$ cat src/rtl/neuron_tile_feeder_if.sv
// Fabric-side bundle for neuron_tile_feeder: vmem load, spike-data stream and
// result writeback handshakes.
interface neuron_tile_feeder_if #(
   parameter int unsigned size_data = 8,
   parameter int unsigned size_vmem = 16,
   parameter int unsigned size_tile = 4
);
   localparam int unsigned data_w = size_data * size_tile;
   localparam int unsigned vmem_w = size_vmem * size_tile;

   logic [vmem_w-1:0] vmem_in;
   logic              vmem_valid;
   logic              vmem_ready;

   logic [data_w-1:0] data_in;
   logic              data_valid;
   logic              data_ready;
   logic              data_last;

   logic [vmem_w-1:0] wb_vmem;
   logic              wb_spike;
   logic              wb_valid;
   logic              wb_ready;

   // Fabric / scheduler side
   modport master (
      output vmem_in, vmem_valid, input vmem_ready,
      output data_in, data_valid, data_last, input data_ready,
      input  wb_vmem, wb_spike, wb_valid, output wb_ready
   );

   // Feeder side
   modport slave (
      input  vmem_in, vmem_valid, output vmem_ready,
      input  data_in, data_valid, data_last, output data_ready,
      output wb_vmem, wb_spike, wb_valid, input wb_ready
   );
endinterface

$ cat src/rtl/neuron_tile_feeder.sv
// Sequences one neuron-tile batch: tile reset, vmem load, beat streaming with
// pauses, fixed drain window, then result writeback.
module neuron_tile_feeder #(
   parameter int unsigned size_control = 4,
   parameter int unsigned size_data    = 8,
   parameter int unsigned size_vmem    = 16,
   parameter int unsigned num_counters = 5,
   parameter int unsigned size_tile    = 4,
   parameter int unsigned drain_cycles = 2 * size_tile + 3
) (
   input  logic                            clk,
   input  logic                            reset,
   input  logic                            start,
   neuron_tile_feeder_if.slave             bus,
   output logic [size_control-1:0]         msgControl,
   output logic [size_data*size_tile-1:0]  msgData,
   output logic [size_vmem*size_tile-1:0]  msgVmem,
   input  logic [size_vmem*size_tile-1:0]  vmemOut,
   input  logic                            spikeBuffer,
   output logic                            busy,
   output logic                            trunc
);
   localparam int unsigned beat_limit = (2 ** num_counters) - 2;
   localparam int unsigned drain_w    = $clog2(drain_cycles + 1);

   // msgControl codes: bit0 run, bit1 memReady, bit2 memSD, bit3 finished
   localparam logic [size_control-1:0] ctl_off   = size_control'(4'b0000);
   localparam logic [size_control-1:0] ctl_load  = size_control'(4'b0011);
   localparam logic [size_control-1:0] ctl_pause = size_control'(4'b0001);
   localparam logic [size_control-1:0] ctl_beat  = size_control'(4'b0111);
   localparam logic [size_control-1:0] ctl_final = size_control'(4'b1111);
   localparam logic [size_control-1:0] ctl_drain = size_control'(4'b1001);

   typedef enum logic [2:0] {
      S_IDLE,
      S_TRST,
      S_LOAD,
      S_STREAM,
      S_DRAIN,
      S_WB
   } state_t;

   state_t                    state;
   logic [num_counters-1:0]   beat_cnt;
   logic [num_counters-1:0]   beat_cnt_inc;
   logic [drain_w-1:0]        drain_cnt;
   logic                      beat_accept;
   logic                      beat_final;

   assign busy           = (state != S_IDLE);
   assign bus.vmem_ready = (state == S_LOAD);
   assign bus.data_ready = (state == S_STREAM) && (beat_cnt < num_counters'(beat_limit));

   assign beat_accept  = bus.data_valid & bus.data_ready;
   assign beat_cnt_inc = beat_cnt + num_counters'(1);
   // A beat is final on data_last or when it fills the tile's beat counter
   assign beat_final   = bus.data_last | (beat_cnt_inc == num_counters'(beat_limit));

   always_ff @(posedge clk) begin
      if (reset) begin
         state        <= S_IDLE;
         msgControl   <= '0;
         msgData      <= '0;
         msgVmem      <= '0;
         beat_cnt     <= '0;
         drain_cnt    <= '0;
         trunc        <= 1'b0;
         bus.wb_valid <= 1'b0;
         bus.wb_vmem  <= '0;
         bus.wb_spike <= 1'b0;
      end else begin
         case (state)
            S_IDLE: begin
               msgControl <= ctl_off;
               if (start) state <= S_TRST;
            end
            S_TRST: begin
               beat_cnt <= '0;
               trunc    <= 1'b0;
               state    <= S_LOAD;
            end
            S_LOAD: begin
               if (bus.vmem_valid) begin
                  msgVmem    <= bus.vmem_in;
                  msgControl <= ctl_load;
                  state      <= S_STREAM;
               end
            end
            S_STREAM: begin
               if (beat_accept) begin
                  beat_cnt <= beat_cnt_inc;
                  msgData  <= bus.data_in;
                  if (beat_final) begin
                     msgControl <= ctl_final;
                     trunc      <= ~bus.data_last;
                     drain_cnt  <= '0;
                     state      <= S_DRAIN;
                  end else begin
                     msgControl <= ctl_beat;
                  end
               end else begin
                  msgControl <= ctl_pause;
               end
            end
            S_DRAIN: begin
               // First DRAIN cycle presents the finished beat; drain window follows
               msgControl <= ctl_drain;
               if (drain_cnt == drain_w'(drain_cycles)) begin
                  bus.wb_vmem  <= vmemOut;
                  bus.wb_spike <= spikeBuffer;
                  bus.wb_valid <= 1'b1;
                  state        <= S_WB;
               end else begin
                  drain_cnt <= drain_cnt + drain_w'(1);
               end
            end
            S_WB: begin
               if (bus.wb_ready) begin
                  bus.wb_valid <= 1'b0;
                  trunc        <= 1'b0;
                  msgControl   <= ctl_off;
                  state        <= S_IDLE;
               end
            end
            default: begin
               msgControl <= ctl_off;
               state      <= S_IDLE;
            end
         endcase
      end
   end
endmodule

$ cat src/flat_wrapper.sv
// flat-port wrapper written by rule: the top's interface ports become plain ports
module neuron_tile_feeder_flat 
#(
   parameter int unsigned size_control = 4,
   parameter int unsigned size_data    = 8,
   parameter int unsigned size_vmem    = 16,
   parameter int unsigned num_counters = 5,
   parameter int unsigned size_tile    = 4,
   parameter int unsigned drain_cycles = 2 * size_tile + 3
)
  (clk, reset, start, msgControl, msgData, msgVmem, vmemOut, spikeBuffer, busy, trunc, bus_vmem_in, bus_vmem_valid, bus_vmem_ready, bus_data_in, bus_data_valid, bus_data_last, bus_data_ready, bus_wb_vmem, bus_wb_spike, bus_wb_valid, bus_wb_ready);
  neuron_tile_feeder_if #(.size_data(size_data), .size_vmem(size_vmem), .size_tile(size_tile)) bus_i ();
  input  logic clk;
  input  logic reset;
  input  logic start;
  output logic [size_control-1:0] msgControl;
  output logic [size_data*size_tile-1:0] msgData;
  output logic [size_vmem*size_tile-1:0] msgVmem;
  input  logic [size_vmem*size_tile-1:0] vmemOut;
  input  logic spikeBuffer;
  output logic busy;
  output logic trunc;
  input wire logic [$bits(bus_i.vmem_in)-1:0] bus_vmem_in;
  input wire logic [$bits(bus_i.vmem_valid)-1:0] bus_vmem_valid;
  output wire logic [$bits(bus_i.vmem_ready)-1:0] bus_vmem_ready;
  input wire logic [$bits(bus_i.data_in)-1:0] bus_data_in;
  input wire logic [$bits(bus_i.data_valid)-1:0] bus_data_valid;
  input wire logic [$bits(bus_i.data_last)-1:0] bus_data_last;
  output wire logic [$bits(bus_i.data_ready)-1:0] bus_data_ready;
  output wire logic [$bits(bus_i.wb_vmem)-1:0] bus_wb_vmem;
  output wire logic [$bits(bus_i.wb_spike)-1:0] bus_wb_spike;
  output wire logic [$bits(bus_i.wb_valid)-1:0] bus_wb_valid;
  input wire logic [$bits(bus_i.wb_ready)-1:0] bus_wb_ready;
  assign bus_i.vmem_in = bus_vmem_in;
  assign bus_i.vmem_valid = bus_vmem_valid;
  assign bus_vmem_ready = bus_i.vmem_ready;
  assign bus_i.data_in = bus_data_in;
  assign bus_i.data_valid = bus_data_valid;
  assign bus_i.data_last = bus_data_last;
  assign bus_data_ready = bus_i.data_ready;
  assign bus_wb_vmem = bus_i.wb_vmem;
  assign bus_wb_spike = bus_i.wb_spike;
  assign bus_wb_valid = bus_i.wb_valid;
  assign bus_i.wb_ready = bus_wb_ready;
  neuron_tile_feeder #(.size_control(size_control), .size_data(size_data), .size_vmem(size_vmem), .num_counters(num_counters), .size_tile(size_tile), .drain_cycles(drain_cycles)) u_core (.clk(clk), .reset(reset), .start(start), .bus(bus_i), .msgControl(msgControl), .msgData(msgData), .msgVmem(msgVmem), .vmemOut(vmemOut), .spikeBuffer(spikeBuffer), .busy(busy), .trunc(trunc));
endmodule
$ cat config.mk
export PLATFORM = sky130hd
export DESIGN_NAME = neuron_tile_feeder_flat
export DESIGN_NICKNAME = d
export VERILOG_FILES = /design/src/rtl/neuron_tile_feeder_if.sv /design/src/rtl/neuron_tile_feeder.sv /design/src/flat_wrapper.sv
export SDC_FILE = /design/constraint.sdc
export NUM_CORES = 1
export LEC_CHECK = 0
export CORE_MARGIN = 3
export CORE_UTILIZATION = 40
export DETAILED_ROUTE_END_ITERATION = 12
export HOLD_SLACK_MARGIN = 0.12
export PLACE_DENSITY = 0.91
export SLEW_MARGIN = 10
export SYNTH_ARGS = -nofsm -noshare
export SYNTH_HDL_FRONTEND = slang
export SYNTH_SLANG_ARGS = --single-unit
export TNS_END_PERCENT = 1
$ cat constraint.sdc
create_clock -name clk -period 1.7 [get_ports clk]
set_input_delay 0.34 -clock clk [delete_from_list [all_inputs] [get_ports clk]]
set_output_delay 0.34 -clock clk [all_outputs]
set_load 0.005 [all_outputs]
* Yosys cells after proc, flatten, opt, wreduce, memory -nomap -nowiden *
Index checks and enable logic that the tools add are counted.

storage, ports and cells
  register bits = 179
  input bits = 168

operators by class
  bitwise logic cells = 4
  order comparisons = 1
  reduce and logical (&&, ||, !) cells = 16
  mux-type cells = 24
  add/subtract/negate cells = 2
  equal/unequal tests = 14

operators with widths
  cell                   count
  $mux W4                7
  $pmux W4 S5            1
  $mux W3                6
  $pmux W3 S6            1
  $pmux W5 S2            1
  $ne A2 B2 Y1 const B   4
  $pmux W4 S2            1
  $reduce_and A2 Y1      4
  $reduce_and A4 Y1      2
  $eq A3 B2 Y1 const B   2
  $eq A3 B3 Y1 const B   2
  $ne A2 B1 Y1 const B   3
  $reduce_and A3 Y1      2
  $reduce_and A6 Y1      1
  $reduce_bool A2 Y1     3
  $reduce_bool A3 Y1     2
  $add A5 B1 Y5 const B  1
  $eq A5 B5 Y1 const B   1
  $lt A5 B5 Y1 const B   1
  $mux W5                1
  $add A4 B1 Y4 const B  1
  $eq A4 B4 Y1 const B   1
  $mux W1                4
  $eq A3 B1 Y1 const B   1
  other kinds (7)        8

* Longest topological paths before layout *
  depth in word-level cells = 6
  depth in mapped cells = 8
  mapped depth without buffers = 7

* Worst setup path after synthesis *
Ideal clock, no wire load.

  path kind = reg2reg
  from = register u_core.beat_cnt[0]
  to = register u_core.drain_cnt[2]
  slack = 160 ps
  path buffers = 0
  stages on the path, launching flop included = 7
  data arrival time = 1408 ps
  data required time = 1568 ps
  setup time = 132 ps
  path through = dfxtp_1 ha_1 nand4_1 or2_2 a31o_2 o21ai_1 a21oi_1

on the way
  longest elaborated chain between the ends = 5

ends and longest elaborated chain
  what                                                 RTL line                                            RTL
  start: declaration                                   neuron_tile_feeder.sv:44                            logic [num_counters-1:0] beat_cnt;
  start signal: assignment                             neuron_tile_feeder.sv:91                            beat_cnt <= beat_cnt_inc;
  $add A5 B1 Y5 or $lt A5 B5 Y1 (tied branches)        neuron_tile_feeder.sv:55, neuron_tile_feeder.sv:52
  $eq A5 B5 Y1 or $logic_and A1 B1 Y1 (tied branches)  neuron_tile_feeder.sv:57, neuron_tile_feeder.sv:52
  $or A1 B1 Y1 or $and A1 B1 Y1 (tied branches)        neuron_tile_feeder.sv:57, neuron_tile_feeder.sv:54
  $ne A2 B1 Y1 (no source line)                        --
  $reduce_and A4 Y1 (no source line) *                 --
  end signal: assignment                               neuron_tile_feeder.sv:114                           drain_cnt <= drain_cnt + drain_w'(1);
  end: declaration                                     neuron_tile_feeder.sv:46                            logic [drain_w-1:0] drain_cnt;

Every way passes the cells marked *; elsewhere a longest branch is shown, timed or not.
A chain may end at the register's enable or synchronous reset.

* Final worst setup path *
  from = register u_core.bus.wb_vmem[21]
  to = output bus_wb_vmem[21]

RTL lines
  what                      RTL line                     RTL
  start: declaration        neuron_tile_feeder_if.sv:36  output wb_vmem, wb_spike, wb_valid, input wb_ready
  start signal: assignment  neuron_tile_feeder.sv:109    bus.wb_vmem <= vmemOut;
  end: declaration          flat_wrapper.sv:30           output wire logic [$bits(bus_i.wb_vmem)-1:0] bus_wb_vmem;

No word-level cell between the ends.

==> impl_metrics.env <==
export IMPL_status="completed"
export IMPL_setup_slack_ns=0.0407
export IMPL_period_share_pct=97.6
export IMPL_wl_per_cell_um=15.2
export IMPL_total_power_w=0.00888
export IMPL_use_met2_pct=39.9
export IMPL_synth_enable_flop_cells=0
export IMPL_yosys_area_top_type="dfxtp_1"
export IMPL_pre_cts_ws_ns=-0.0211
export IMPL_hp_class="in2reg"
export IMPL_rsz0062_at_grt="yes"
export IMPL_layout_nets=1345
export IMPL_fp_coreArea_mm2=0.0161
export IMPL_cts_sinks=179
export IMPL_r2r_start="u_core.beat_cnt[1]"
export IMPL_cp_max_fo=2
export IMPL_synth_top_family_by_area="simple AND/OR/NAND/NOR gates"
export IMPL_end_kind="output port"
export IMPL_cts_hold_buf=0
export IMPL_synthTopCellsByCount="nand2_1 (338), dfxtp_1 (179), a21oi_1 (177), clkbuf_1 (28), buf_2 (15)"
export IMPL_yosysMostFrequentCell="nand2_1"
export IMPL_wl_um=21300
export IMPL_power_density_mw_per_mm2=813
export IMPL_grt_max_degree=67
export IMPL_synthMuxAreaShare_pct=0.641
export IMPL_ctsLongestPathBuffers=2
export IMPL_port_buffers=337
export IMPL_syn_nets=1007
export IMPL_finalSetupTns_ns=0
export IMPL_drive_gt1_share_pct=8.42
export IMPL_fmax_ghz=0.603
export IMPL_grt_overflow=0
export IMPL_rows=46
export IMPL_die_h_um=135
export IMPL_yosys_top_cells_area="dfxtp_1 (54%), nand2_1 (19%), a21oi_1 (13%), clkbuf_1 (1.6%), buf_2 (1.1%)"
export IMPL_post_dp_hpwl_um=15700
export IMPL_globalRouteMet1Util_pct=25.2
export IMPL_min_path_cells=2
export IMPL_grt_busiest_layer="met2"
export IMPL_cts_buffers_inserted=17
export IMPL_drt_pass1_iterations=5
export IMPL_yosysSeqAreaShare_pct=54.0
export IMPL_hp_start="reset"
export IMPL_antenna_found_initial=0
export IMPL_die_x_um=135
export IMPL_gp_congestion=0.842
export IMPL_ir_worst_vdd_v=0.000607
export IMPL_drc=0
export IMPL_synth_ff_type="dfxtp_1"
export IMPL_dr_total_vias=6838
export IMPL_skew_ns=0.0102
export IMPL_rr_endpoint="u_core.state[1]"
export IMPL_drv_slew=0
export IMPL_path_cells="clkdlybuf4s50_1"
export IMPL_initial_utilization_pct=41.3
export IMPL_whs_ns=0.315
export IMPL_tightest_slew_ns=0.416
export IMPL_syn_inst=836
export IMPL_start_kind="register"
export IMPL_cts_root_buf="clkbuf_16"
export IMPL_arrival_ns=1.32
export IMPL_ys_async_sr_fraction_pct=0
export IMPL_reg2reg_depth=5
export IMPL_grtUsageTotal_pct=22.7
export IMPL_vias_per_cell=4.87
export IMPL_slowest_delay_ns=0.53
export IMPL_placed_cell_area_mm2=0.0104
export IMPL_netlist_area_mm2=0.00664
export IMPL_synth_xor_area_share_pct=0
export IMPL_rrSetupSlack_ns=0.09
export IMPL_cp_top_family="buffers and inverters"
export IMPL_final_area_mm2=0.0109
export IMPL_num_io_pins=338
export IMPL_synth_cell_types=48
export IMPL_num_antenna_cells=0
export IMPL_yosys_warnings=0
export IMPL_critPathBufInv=1
export IMPL_ys_ff_latch=179
export IMPL_max_cap_violations=0
export IMPL_multiInputGateArea_mm2=0.00275
export IMPL_crit_type="reg2out"
export IMPL_met3_usage_pct=7.45
export IMPL_hold_path_end="u_core.msgControl[2]"
export IMPL_regArea_mm2=0.00360
export IMPL_htree_num_levels=4
export IMPL_crit_path_top_delay_cell="clkdlybuf4s50_1"
export IMPL_clock_latency_ns=0.42
export IMPL_synth_top_area_share_pct=54.0
export IMPL_leakagePower_nw=3.76
export IMPL_grt_pass1_vias=6697
export IMPL_cp_required_ns=1.36
export IMPL_setup_viol=0
export IMPL_antenna_left=0
export IMPL_slew_headroom_pct=72.2
export IMPL_post_cts_buffers=0
export IMPL_grt_pass1_wl_um=33300
export IMPL_cts_tree="built"
export IMPL_clk_pin_slew_ns=0.06
export IMPL_synth_avg_cell_area_um2=7.94
export IMPL_timing_final_crit_period_ns=1.66
export IMPL_die_area_mm2=0.0182
export IMPL_synth_compound_area_share_pct=16.2
export IMPL_fill_cells=1226
export IMPL_drt_iter0_drc=378
export IMPL_hold_viol=0
export IMPL_synth_adder_area_share_pct=0.566
export IMPL_yosys_area_share_simple_pct=23.7
export IMPL_area_growth_pct=64.5
## routing by layer
layer	up-vias	part of all wire (%)
met2	256	50
met4	0	3.1
met3	45	8.9
met1	3120	38
met5	-	0
li1	3417	-
## stage by stage
step | cells | utilization [%]
finish | 1403 | 68.0
global route | 1403 | 68.0
CTS | 1403 | 67.9
detailed placement | 1371 | 64.5
global placement | 1371 | 64.5
floorplan | 836 | -
## cell families after synthesis
kind of cell / count (synthesis)
AOI/OAI and AO/OA: 202
adders and majority gates: 3
buffers and inverters: 62
DFF: 179
muxes: 4
and+or+nand+nor: 386
## worst max-delay path by stage
stage / from / to / depth (start not counted) / slack (ns)
2_1_floorplan: u_core.beat_cnt[0] / u_core.drain_cnt[2] / 6 / 0.16
3_3_place_gp: bus_data_valid / u_core.beat_cnt[4] / 5 / 0.02
3_5_place_dp: bus_data_valid / u_core.msgData[6] / 6 / -0.02
4_1_cts: u_core.msgData[10] / msgData[10] / 1 / 0.007
5_1_grt: u_core.beat_cnt[1] / u_core.state[1] / 5 / -0.009
6_report: u_core.bus.wb_vmem[21] / bus_wb_vmem[21] / 1 / 0.04
## placed cells by master, fill, tap and decap left out, types with 5 or more instances in the layout
| master | synthesis | layout |
|---|---|---|
| nand2_1 | 338 | 337 |
| clkdlybuf4s50_1 | 0 | 331 |
| a21oi_1 | 177 | 177 |
| dfxtp_1 | 179 | 171 |
| buf_4 | 10 | 34 |
| clkbuf_16 | 0 | 17 |
| nor2_1 | 13 | 12 |
| o21ai_0 | 7 | 7 |
| buf_12 | 0 | 7 |
| dfxtp_2 | 0 | 7 |
| nand3_1 | 6 | 6 |
| nor3_1 | 5 | 5 |
## timing repair
item | CTS | global route
cloned | 0 | 0
gates resized for setup | 14 | 7
endpoints found under the setup margin | 5 | 49
pin swaps | 0 | 1
## cell type report
cell class	instances	area share [%]
clock inverter	13	0.928
clock buffer	19	4.06
multi-input combinational	595	25.2
tap	216	2.48
sequential	179	32.9
timing repair buffer	377	34.3
inverter	4	0.138
## sequential cells by signal, indices dropped and copies added, names as in the netlist
| signal | flops |
|---|---|
| u_core.bus.wb_vmem | 64 |
| u_core.msgVmem | 64 |
| u_core.msgData | 32 |
| u_core.beat_cnt | 5 |
| u_core.drain_cnt | 4 |
| u_core.msgControl | 4 |
| u_core.state | 3 |
| u_core.bus.wb_spike | 1 |
| u_core.bus.wb_valid | 1 |
| u_core.trunc | 1 |
## report_power, final
group / total (W) / leakage (nW) / switching, W / internal, W
sequential: 0.00431 / 1.45 / 0.0000443 / 0.00426
combinational: 0.000942 / 2.05 / 0.000362 / 0.000581
clock: 0.00363 / 0.257 / 0.00170 / 0.00193
total: 0.00888 / 3.76 / 0.00210 / 0.00678
No activity file was read; power rests on OpenSTA's default activity.
==> variant 1 (same settings) <==
Re-encode `state_t` (6 states) as one-hot, 6 bits wide.
--- a/src/rtl/neuron_tile_feeder.sv
+++ b/src/rtl/neuron_tile_feeder.sv
@@ -32,11 +32,11 @@
    localparam logic [size_control-1:0] ctl_drain = size_control'(4'b1001);
 
-   typedef enum logic [2:0] {
-      S_IDLE,
-      S_TRST,
-      S_LOAD,
-      S_STREAM,
-      S_DRAIN,
-      S_WB
+   typedef enum logic [5:0] {
+      S_IDLE   = 6'b000001,
+      S_TRST   = 6'b000010,
+      S_LOAD   = 6'b000100,
+      S_STREAM = 6'b001000,
+      S_DRAIN  = 6'b010000,
+      S_WB     = 6'b100000
    } state_t;
 
Formal check against the unedited RTL: same outputs for any inputs over 4 cycles, from zero or initial values and one cycle with reset high; so few cycles prove little.
==> variant 1 against the unedited design <==
The flow now finishes with violations (setup timing); synthesized area is 0.30% lower; global-route usage is 1.1 points higher; total power is 4.1% higher; highest routed layer unchanged; sequential cell count is 3 higher; sequential share of layout area is 0.97 points lower; sequential power hardly changed; worst setup slack worse by 0.24 ns; synthesized cell count is 1.2% lower; routed wire length is 7.2% higher; worst hold slack better by 0.018 ns; cell area is 4.8% higher.
==> variant 1: results (changes against the unedited design) <==
[synth]
synth_compound_area_share_pct=14.8  ; -1.4 points
synthMuxAreaShare_pct=0.303  ; -0.34 points
synth_area_leaders=dfxtp_1, nand2_1, a21oi_1, clkbuf_1, buf_6
yosysUniqueCellTypes=40  ; -17%
synthXorXnorAreaFrac_pct=0.662  ; +0.66 points
synthTopCellsByCount=nand2_1, dfxtp_1, a21oi_1, clkbuf_1, nor2_1
yosysSeqAreaShare_pct=55.1  ; +1.1 points
synth_fp_nets=997  ; -0.99%
synthAdderAreaFrac_pct=0.567  ; +0.0017 points

[clock_tree]
cts_max_level=4  ; unchanged
clockBufferDepth=2  ; unchanged
clk_latency_ns=0.42  ; about the same
clk_pin_slew_ns=0.07
cts_buffers=17  ; unchanged

[worst_setup_path]
ff2ff_setup_slack_ns=-0.17  ; -0.26 ns
r2r_cells=9  ; +4
critPathMaxFanout=3  ; +1
cp.arrival_ns=1.55  ; +0.23 ns
timing.rr.start=u_core.state[4]
r2r-end=u_core.state[3]

[cells_and_area]
drive_gt1_share_pct=14.2  ; +5.8 points
nNetsFinal=1350  ; +0.37%
antennaDiodeCount=0  ; unchanged
reg_top3=u_core.bus.wb_vmem (64), u_core.msgVmem (64), u_core.msgData (32)

[drt]
drt_iter0_markers=466  ; +23%
wl_per_cell_um=16.2  ; +6.8%
ant_nets=0  ; unchanged
routed_via_density=4.95  ; +1.5%
drt_pass1_iterations=5  ; unchanged

[global_routing]
track_usage_pct=23.9  ; +1.1 points
grt_antenna_before_repair=0  ; unchanged
grt_max_degree=65  ; -3.0%
first_global_vias=6716  ; +0.28%
grt_first_pass_wirelength_um=34400  ; +3.4%

[outcome]
status=finished with violations
violations=setup timing

[timing]
fin_ws_ns=-0.195  ; -0.236 ns
tightest_slew_ns=0.420  ; +0.00409 ns
finalSetupTns_ns=-6.25  ; -6.25 ns
skew_ns=0.0116  ; +0.00142 ns
setup_violations=115  ; +115

[pwr]
leakagePower_nw=3.91  ; +3.9%
ir_drop_mv=0.591  ; -2.6%

[place]
place.gp.congestion=0.869  ; +3.2%
io_buffers=337  ; unchanged
dp_hpwl_um=15800  ; +0.64%
placed_area_um2=10400  ; +0.28%
dpl_worst_slack_ns=-0.207  ; -0.186 ns

[worst_hold_path]
worstHoldStart=reset
min_to=u_core.bus.wb_vmem[41]
min-delay-path-class=input pin to register
hold_path_depth=2  ; unchanged

## variant 1: changes by cell type after synthesis, sizes merged, moves of 3 or more
cell    delta
a21oi      -6
buf        -5
o21ai      -5
xor2       +5
nand2      -4
clkbuf     +3
dfxtp      +3
nor4       +3
## variant 1: metrics by stage
stage          hold slack [ns]  instances  total power, mW
2_1_floorplan            0.448        826             4.60
3_3_place_gp             0.440       1365             5.16
3_5_place_dp             0.443       1365             5.18
4_1_cts                  0.304       1406             9.28
5_1_grt                  0.339       1408             9.54
6_report                 0.333       1408             9.24
## variant 1: where the power goes
part	total [mW]	switching (mW)	internal [mW]
logic	0.881	0.323	0.558
clock network	4.06	1.79	2.26
registers	4.30	0.0232	4.28
## variant 1: timing repair
item,in CTS,in global routing
cloned,1,0
resized for setup,51,55
endpoints found under the setup margin,142,182
pin swaps,7,5
setup buffers,11,2
## variant 1: cells by family after synthesis
logic type      after synthesis
compound gates              188
xor+xnor                      5
fa+ha+maj                     3
buf+inv                      61
flops                       182
mux                           2
simple gates                385
## variant 1: worst max path at each step
stage	start	to	slack, ns	cells after the start
2_1_floorplan	u_core.state[5]	u_core.bus.wb_vmem[31]	0.001	7
3_3_place_gp	u_core.state[5]	bus_data_ready	-0.1	4
3_5_place_dp	bus_vmem_valid	u_core.msgControl[1]	-0.21	7
4_1_cts	u_core.state[4]	busy	-0.18	5
5_1_grt	u_core.state[2]	u_core.beat_cnt[4]	-0.28	6
6_report	u_core.state[4]	busy	-0.19	5
## variant 1: area by class of cell
| class | count | area [um2] |
|---|---|---|
| repair buffers | 390 | 3940 |
| well taps | 216 | 270 |
| multi-input cells | 583 | 2940 |
| clock buffers | 19 | 443 |
| clock inverters | 13 | 166 |
| flip-flops and latches | 182 | 3660 |
| fillers | 1117 | 4620 |
| inverters | 5 | 18.8 |
## variant 1: critical path: stages, from the launching register on
cell,delay [ns]
dfxtp_4,0.36
buf_4,0.15
buf_4,0.15
nor4_4,0.16
nand3b_1,0.15
buf_2,0.16
## variant 1: layer usage
metal | wire (um) | global-route usage [%]
met5 | 0 | 0
met4 | 697 | 9.33
met3 | 1630 | 7.30
met2 | 11900 | 42.7
met1 | 8630 | 26.5
==> variant 2 (same flow settings) <==
Without the edit above. `size_tile` is set to 4 in 3 places; all go to 2.
--- a/src/rtl/neuron_tile_feeder_if.sv
+++ b/src/rtl/neuron_tile_feeder_if.sv
@@ -4,5 +4,5 @@
    parameter int unsigned size_data = 8,
    parameter int unsigned size_vmem = 16,
-   parameter int unsigned size_tile = 4
+   parameter int unsigned size_tile = 2
 );
    localparam int unsigned data_w = size_data * size_tile;
--- a/src/rtl/neuron_tile_feeder.sv
+++ b/src/rtl/neuron_tile_feeder.sv
@@ -6,5 +6,5 @@
    parameter int unsigned size_vmem    = 16,
    parameter int unsigned num_counters = 5,
-   parameter int unsigned size_tile    = 4,
+   parameter int unsigned size_tile    = 2,
    parameter int unsigned drain_cycles = 2 * size_tile + 3
 ) (
--- a/src/flat_wrapper.sv
+++ b/src/flat_wrapper.sv
@@ -6,5 +6,5 @@
    parameter int unsigned size_vmem    = 16,
    parameter int unsigned num_counters = 5,
-   parameter int unsigned size_tile    = 4,
+   parameter int unsigned size_tile    = 2,
    parameter int unsigned drain_cycles = 2 * size_tile + 3
 )
Interface: changed (6 resized); port bits go from 338 to 178. No check against the original RTL was run, so the function may have changed too.
==> variant 2 against the unedited design <==
Register-to-register slack worse by 0.03 ns; via count fell by 41%; cell area down 44%; worst hold slack gained 0.045 ns; total power decreased by 50%; routed wire length fell by 46%; sequential cell count fell by 81; synthesized area down 42%; utilization down 2.7 points; critical path type unchanged; sequential share of layout area down 0.47 points; worst setup slack gained 0.014 ns.
==> variant 2: results (changes against the unedited design) <==
[clock_tree]
clk_pin_slew_ns=0.09  ; +0.03 ns
clockBufferDepth=2  ; unchanged
cts_max_level=3  ; -1
cts_buffers=9  ; -8
cts-root-buf=clkbuf_8
clk_latency_ns=0.34  ; -0.08 ns
cts_setup_buffers=0  ; unchanged

[synth]
synth_area_leaders=dfxtp_1, nand2_1, a21oi_1, clkbuf_1, buf_2
synthTopCellsByCount=nand2_1, dfxtp_1, a21oi_1, clkbuf_1, buf_2
yosysWarningCount=0  ; unchanged
synthAdderAreaFrac_pct=1.29  ; +0.73 points
yosysSeqAreaShare_pct=50.8  ; -3.2 points
synth_compound_area_share_pct=17.1  ; +0.93 points
synthMuxAreaShare_pct=1.07  ; +0.43 points
synthXorXnorAreaFrac_pct=0.227  ; +0.23 points
avgSynthCellArea_um2=7.92  ; -0.21%
synth_fp_nets=580  ; -42%
yosysUniqueCellTypes=46  ; -4.2%

[pwr]
p_sw_share_pct=23.5  ; -0.14 points
leakagePower_nw=2.08  ; -45%
p_clk_share_pct=33.9  ; -7.0 points
p_switching_mw=1.05  ; -50%
seqPwrFrac_pct=53.1  ; +4.6 points
ir_drop_mv=0.469  ; -23%

[place]
dpl_worst_slack_ns=-0.120  ; -0.0991 ns
dpl.cell_count=782  ; -43%
placed_area_um2=5840  ; -44%
place.gp.congestion=0.869  ; +3.1%
io_buffers=177  ; -47%
dp_hpwl_um=8770  ; -44%

[drt]
drt_pass1_iterations=4  ; -1
maxUsedRoutingLayer=met4
wl_per_cell_um=14.5  ; -4.6%
wl_um=11600  ; -46%
wl_met3_um=832  ; -56%
m1WireLength_um=4640  ; -43%
wl_met2_um=5850  ; -45%
routed_via_density=5.09  ; +4.5%
drt_iter0_markers=183  ; -52%

[global_routing]
grt_max_degree=41  ; -39%
grtUsageMet2_pct=38.0  ; -1.9 points
grt_first_pass_wirelength_um=19100  ; -43%
track_usage_pct=20.9  ; -1.8 points
use_met3_pct=5.03  ; -2.4 points
first_global_vias=4128  ; -38%
gr-usage-met1_pct=23.6  ; -1.6 points

[worst_setup_path]
critPathMaxFanout=8  ; +6
critical_path.slowest_cell=dfxtp_4

[cells_and_area]
nNetsFinal=756  ; -44%
antennaDiodeCount=0  ; unchanged
drive_gt1_share_pct=9.43  ; +1.0 points
reg_top3=u_core.bus.wb_vmem (32), u_core.msgVmem (32), u_core.msgData (16)
fill_cells=773  ; -37%
seqCellArea_um2=1980  ; -45%

[worst_hold_path]
min-delay-path-class=input pin to register

[outcome]
status=completed

[timing]
skew_ns=0.0171  ; +0.00696 ns
tightest_slew_ns=0.392  ; -0.0240 ns

variant 2: cell types whose count changed after synthesis, sizes merged, moves of 3 or more:
cell and change:
a21oi -86, buf -14, clkbuf -10, dfxtp -81, inv +3, nand2 -162
nor3 -3, o311ai +3, or2 -3
variant 2: worst paths after layout:
path | start | slack (ns) | cells past startpoint | to
worst max-delay path | u_core.state[1] | 0.05 | 4 | busy
worst min-delay path | reset | 0.36 | 3 | u_core.trunc
worst min register to register | u_core.msgVmem[30] | 0.46 | 2 | u_core.msgVmem[30]
worst max register to register | u_core.state[2] | 0.06 | 6 | u_core.msgData[12]
variant 2: final cells by class:
type / instances / area share (%)
clock buffer: 10 / 2.26
tap: 129 / 2.65
multi-input combinational: 348 / 28.7
inverter: 8 / 0.493
sequential: 98 / 32.5
clock inverter: 5 / 1.05
timing repair buffer: 199 / 32.4
variant 2: what timing repair did:
action | CTS | global route
endpoints found under the setup margin | 6 | 8
resized for setup | 14 | 11
pin swaps | 0 | 0
hold buffers | 0 | 0
